File: src/rtl/yfcpu2.sv
`timescale 1ns/1ps
// yfcpu2: multi-cycle FETCH/DECODE/EXECUTE/STORE core; BZ/JMP enabled by YFCPU2_BRANCH_EN.
// Latency: ALU/LRI 4 cycles, BZ/JMP/undefined 3 cycles, HALT parks in EXECUTE until reset.
// Backpressure: none; imem writes are accepted every cycle, including while in reset.
module yfcpu2 #(
    parameter int IM_SIZE = 8,
    parameter int RF_SIZE = 4,
    parameter int DW      = 8
) (
    input  logic                   clk,
    input  logic                   rst,
    input  logic                   imem_we,
    input  logic [IM_SIZE-1:0]     imem_waddr,
    input  logic [4+3*RF_SIZE-1:0] imem_wdata,
    output logic [IM_SIZE-1:0]     pc_out,
    output logic                   halted,
    output logic                   zero
);
    localparam int IW = 4 + 3*RF_SIZE;

    localparam logic [3:0] OP_HALT = 4'd0;
    localparam logic [3:0] OP_LRI  = 4'd1;
    localparam logic [3:0] OP_ADD  = 4'd4;
    localparam logic [3:0] OP_SUB  = 4'd5;
    localparam logic [3:0] OP_OR   = 4'd6;
    localparam logic [3:0] OP_XOR  = 4'd7;
    localparam logic [3:0] OP_AND  = 4'd8;
`ifdef YFCPU2_BRANCH_EN
    localparam logic [3:0] OP_BZ   = 4'd9;
    localparam logic [3:0] OP_JMP  = 4'd10;
`endif

    typedef enum logic [1:0] {
        S_FETCH   = 2'd0,
        S_DECODE  = 2'd1,
        S_EXECUTE = 2'd2,
        S_STORE   = 2'd3
    } state_t;

    logic [IW-1:0]      imem [2**IM_SIZE];
    logic [DW-1:0]      rf_q [2**RF_SIZE];

    state_t             state_q, state_d;
    logic [IM_SIZE-1:0] pc_q, pc_d;
    logic [IW-1:0]      ir_q, ir_d;
    logic [DW-1:0]      w_q, w_d;
    logic               zero_q, zero_d;
    logic               halted_q, halted_d;
    logic               rf_we;

    logic [3:0]           op;
    logic [RF_SIZE-1:0]   ra, rb, rd;
    logic [2*RF_SIZE-1:0] imm;
    logic [DW-1:0]        opa, opb;

    assign op  = ir_q[IW-1 -: 4];
    assign ra  = ir_q[3*RF_SIZE-1 -: RF_SIZE];
    assign rb  = ir_q[2*RF_SIZE-1 -: RF_SIZE];
    assign rd  = ir_q[RF_SIZE-1:0];
    assign imm = {ra, rb};
    assign opa = rf_q[ra];
    assign opb = rf_q[rb];

    assign pc_out = pc_q;
    assign halted = halted_q;
    assign zero   = zero_q;

    // No reset on the program store: it must survive reset and be loadable during it.
    always_ff @(posedge clk) begin
        if (imem_we) begin
            imem[imem_waddr] <= imem_wdata;
        end
    end

    always_comb begin
        state_d  = state_q;
        pc_d     = pc_q;
        ir_d     = ir_q;
        w_d      = w_q;
        zero_d   = zero_q;
        halted_d = halted_q;
        rf_we    = 1'b0;
        case (state_q)
            S_FETCH: begin
                ir_d    = imem[pc_q];
                state_d = S_DECODE;
            end
            S_DECODE: begin
                pc_d     = pc_q + IM_SIZE'(1);
                halted_d = (op == OP_HALT);
                state_d  = S_EXECUTE;
            end
            S_EXECUTE: begin
                case (op)
                    OP_HALT: state_d = S_EXECUTE;
                    OP_LRI: begin
                        w_d     = DW'(imm);
                        state_d = S_STORE;
                    end
                    OP_ADD: begin
                        w_d     = opa + opb;
                        state_d = S_STORE;
                    end
                    OP_SUB: begin
                        w_d     = opa - opb;
                        state_d = S_STORE;
                    end
                    OP_OR: begin
                        w_d     = opa | opb;
                        state_d = S_STORE;
                    end
                    OP_XOR: begin
                        w_d     = opa ^ opb;
                        state_d = S_STORE;
                    end
                    OP_AND: begin
                        w_d     = opa & opb;
                        state_d = S_STORE;
                    end
`ifdef YFCPU2_BRANCH_EN
                    OP_BZ: begin
                        if (zero_q) begin
                            pc_d = IM_SIZE'(imm);
                        end
                        state_d = S_FETCH;
                    end
                    OP_JMP: begin
                        pc_d    = IM_SIZE'(imm);
                        state_d = S_FETCH;
                    end
`endif
                    default: state_d = S_FETCH;
                endcase
            end
            S_STORE: begin
                rf_we   = 1'b1;
                zero_d  = (w_q == '0);
                state_d = S_FETCH;
            end
            default: state_d = S_FETCH;
        endcase
    end

    always_ff @(posedge clk or negedge rst) begin
        if (!rst) begin
            state_q  <= S_FETCH;
            pc_q     <= '0;
            ir_q     <= '0;
            w_q      <= '0;
            zero_q   <= 1'b0;
            halted_q <= 1'b0;
            for (int i = 0; i < 2**RF_SIZE; i++) begin
                rf_q[i] <= '0;
            end
        end else begin
            state_q  <= state_d;
            pc_q     <= pc_d;
            ir_q     <= ir_d;
            w_q      <= w_d;
            zero_q   <= zero_d;
            halted_q <= halted_d;
            if (rf_we) begin
                rf_q[rd] <= w_q;
            end
        end
    end

endmodule

File: config.mk
export PLATFORM = sky130hd
export DESIGN_NAME = yfcpu2
export DESIGN_NICKNAME = d
export VERILOG_FILES = /design/src/rtl/yfcpu2.sv
export SDC_FILE = /design/constraint.sdc
export NUM_CORES = 2
export LEC_CHECK = 0
export CORE_AREA = 2 2 611 613
export DETAILED_ROUTE_END_ITERATION = 10
export DIE_AREA = 0 0 613 615
export GPL_TIMING_DRIVEN = 0
export REMOVE_ABC_BUFFERS = 1
export SLEW_MARGIN = 20
export SYNTH_ARGS = -nofsm -noshare
export SYNTH_HDL_FRONTEND = slang
export SYNTH_SLANG_ARGS = --single-unit
File: constraint.sdc
create_clock -name clk -period 8.8 [get_ports clk]
set_clock_uncertainty 0.1 [all_clocks]
set_input_delay 1.32 -clock clk [delete_from_list [all_inputs] [get_ports clk]]
set_output_delay 1.32 -clock clk [all_outputs]
set_load 0.02 [all_outputs]
==> flow_summary.json <==
{
  "flip_flop_and_latch_count_after_synthesis": 4260,
  "netlist-cell-type-count": 70,
  "grt_setup_unrepaired": "no",
  "ys_async_sr_fraction_pct": 3.85,
  "clock_insertion_delay_worst_skew_ns": 1.04,
  "postSynthAreaPerCell_um2": 22.9,
  "ir_worst_vdd_mv": 0.257,
  "die-height_um": 615,
  "root_buffer": "sky130_fd_sc_hd__clkbuf_16",
  "initial_standard_cell_utilization_of_the_core_pct": 44.8,
  "fin_area_um2": 191000,
  "report.final.hold_viol_count": 0,
  "clk_pin_slew_worst_paths_ns": 0.06,
  "die_w_um": 613,
  "report.final.slew_viol_count": 0,
  "fin_util_pct": 51.6,
  "numClockSinks": 4260,
  "layout_setup_ws_ns": 3.32,
  "die-area_um2": 377000,
  "synth.yosys.seq_area_share_pct": 76.4,
  "post_route_antenna_net_violation_count": 0,
  "run_status": "finished, final reports clean",
  "grt_first_pass_wirelength_mm": 610,
  "drcViolationCount": 0,
  "place_hpwl_mm": 259,
  "post_cts_resize_count": 0,
  "core_um2": 371000,
  "max_cap_viol_count": 0,
  "hp-class": "primary input to asynchronous set/reset pin",
  "post-cts-setup-buffer-count": 0,
  "detail_route.iter0.violations": 10200,
  "achievable-frequency_ghz": 0.182,
  "syn_inst": 7260,
  "place_congestion": 0.829,
  "yosys_most_used_dff": "sky130_fd_sc_hd__edfxtp_1",
  "wl_mm": 430,
  "cellPowerDensity_nw_per_um2": 303,
  "htree_levels": 5,
  "post_dp_cell_area_um2": 178000,
  "dpl_worst_slack_ns": 3.17,
  "count_of_nets_after_finishing": 7603,
  "final_layout_size_suffix_gt1_share_pct": 32.4,
  "min_period_over_period_pct": 62.3,
  "clockBufferDepth": 4,
  "report.final.setup_viol": 0,
  "final.fill_count": 28400,
  "stdcell_count": 12900,
  "critical_path.endpoint_type": "flop",
  "globalRouteOverflowTotal": 0,
  "ctsHoldBuffers": 0,
  "maximum_number_of_pins_on_one_net_before_global_route_repair": 145,
  "grt.total_usage_pct": 22.8,
  "place.port_buffers": 36,
  "timing.slew.headroom_pct": 17.4,
  "number_of_standard_cell_rows_in_the_floorplan": 224,
  "tritoncts": "yes",
  "vias_in_the_first_global_route": 80100,
  "worstSetupStartpointType": "flop",
  "detailedRoute.firstPassIterationCount": 6,
  "finalWorstPathRequiredPeriod_ns": 5.48,
  "ff_latch_area_um2": 127000,
  "leakage_nw": 59.3,
  "dpl.cell_count": 12100,
  "synth.cell_area_um2": 166000,
  "timing.critical_path.arrival_ns": 6.30,
  "layout.cells.most_common_list": "sky130_fd_sc_hd__edfxtp_1 (4096), sky130_fd_sc_hd__mux4_2 (1262), sky130_fd_sc_hd__clkbuf_16 (436)",
  "worst_slew_pin_slew_ns": 1.24,
  "mostFrequentLayoutCell": "sky130_fd_sc_hd__edfxtp_1",
  "synth.yosys.warnings": 0,
  "worst-endpoint-required_ns": 9.62,
  "area_used_by_multi_input_combinational_logic_um2": 38900,
  "drt-vias-per-instance": 6.10,
  "setup_total_negative_slack_ns": 0,
  "detailroute.via_count": 78500,
  "grt_antenna_before_repair": 15,
  "synth_edf_count": 4096,
  "cts_inserted_buffers": 431,
  "boundaryPins": 37,
  "post_drt_wl_per_cell_um": 33.4,
  "critPathKind": "flop to flop",
  "worst-path-max-fanout": 34,
  "layout-area-overhead-vs-synth_pct": 15.1
}
-- metal layers --
metal	global-route usage, %	share of wire [%]	up-vias
li1	-	-	31600
met1	31.9	40	42800
met2	35.6	47	3391
met3	5.29	8.8	733
met4	7.70	3.7	10
met5	0	0.015	-
-- path summary, 6_finish.rpt --
path	from	cells after the start	slack, ns	to
setup / recovery	pc_out[0]$_DFFE_PN0N_	11	3.32	ir_q[12]$_DFFE_PN0N_
hold / removal	rst	1	0.15	rf_q[93]$_DFFE_PN0P_
setup reg to reg	pc_out[0]$_DFFE_PN0N_	11	3.32	ir_q[12]$_DFFE_PN0N_
hold reg to reg	rf_q[36]$_DFFE_PN0P_	1	0.42	rf_q[36]$_DFFE_PN0P_
max in group asynchronous	rst	2	7.46	pc_out[5]$_DFFE_PN0N_
min in group clk	rf_q[36]$_DFFE_PN0P_	1	0.42	rf_q[36]$_DFFE_PN0P_
-- power breakdown --
group | total [W] | leakage (nW) | internal [W] | switching (W)
sequential | 0.0232 | 39.0 | 0.0225 | 0.000649
clock | 0.0178 | 6.56 | 0.0101 | 0.00763
combinational | 0.0171 | 13.8 | 0.00806 | 0.00902
total | 0.0581 | 59.3 | 0.0408 | 0.0173
-- state kept, by name, summed over array words and instances, names as in the netlist --
signal,cells
halted,1
imem,4096
ir_q,16
pc_out,8
rf_q,128
state_q,2
w_q,8
zero,1
-- Yosys cell counts (23+ instances only) --
master | n | area [um^2]
sky130_fd_sc_hd__edfxtp_1 | 4096 | 123000
sky130_fd_sc_hd__mux4_2 | 1262 | 28400
sky130_fd_sc_hd__nor2_1 | 322 | 1210
sky130_fd_sc_hd__clkbuf_1 | 174 | 653
sky130_fd_sc_hd__dfrtp_1 | 164 | 4100
sky130_fd_sc_hd__nand2_1 | 161 | 604
sky130_fd_sc_hd__mux2i_1 | 138 | 1380
sky130_fd_sc_hd__mux2_2 | 134 | 1510
sky130_fd_sc_hd__buf_2 | 104 | 521
sky130_fd_sc_hd__buf_4 | 60 | 450
sky130_fd_sc_hd__a21oi_1 | 53 | 265
sky130_fd_sc_hd__buf_1 | 53 | 199
sky130_fd_sc_hd__a22oi_1 | 52 | 390
sky130_fd_sc_hd__nand3_1 | 46 | 230
sky130_fd_sc_hd__buf_6 | 32 | 360
sky130_fd_sc_hd__o21ai_0 | 28 | 140
sky130_fd_sc_hd__o22ai_1 | 27 | 169
sky130_fd_sc_hd__ha_1 | 25 | 313
sky130_fd_sc_hd__inv_1 | 25 | 93.8
sky130_fd_sc_hd__nor2b_1 | 25 | 156
sky130_fd_sc_hd__a211oi_1 | 23 | 173
-- cell families after synthesis --
family	after synthesis	synth area share (%)
muxes	1534	18.8
and+or+nand+nor	640	1.65
adders and majority gates	26	0.200
xor gates and xnor gates	16	0.0926
buffers and inverters	452	1.38
DFF	4260	76.4
AOI/OAI and AO/OA	332	1.41
-- area by class of cell --
class / count / area share (%)
flip-flops and latches: 4260 / 66.4
multi-input cells: 2548 / 20.3
clock buffers: 544 / 5.93
well taps: 4972 / 3.25
repair buffers: 280 / 2.88
clock inverters: 237 / 1.14
inverters: 29 / 0.0641
diodes: 7 / 0.00915
-- metrics by stage --
step / power (W) / hold WS (ns)
global route: 0.0599 / 0.168
detailed placement: 0.0407 / 0.409
global placement: 0.0365 / 0.401
finish: 0.0581 / 0.147
floorplan: 0.0349 / 0.391
CTS: 0.0584 / 0.155
-- critical path, cell delays in order, from the launching register on --
cell and delay [ns]:
sky130_fd_sc_hd__dfrtp_4 0.80, sky130_fd_sc_hd__buf_16 0.34, sky130_fd_sc_hd__buf_12 0.28, sky130_fd_sc_hd__buf_12 0.25, sky130_fd_sc_hd__buf_12 0.27, sky130_fd_sc_hd__buf_16 0.30, sky130_fd_sc_hd__mux4_2 0.55, sky130_fd_sc_hd__mux4_2 0.59
sky130_fd_sc_hd__a22o_1 0.25, sky130_fd_sc_hd__a211oi_1 0.86, sky130_fd_sc_hd__a211oi_2 0.32, sky130_fd_sc_hd__a221o_1 0.35
Note: power is estimated with default switching activity, not from simulation.
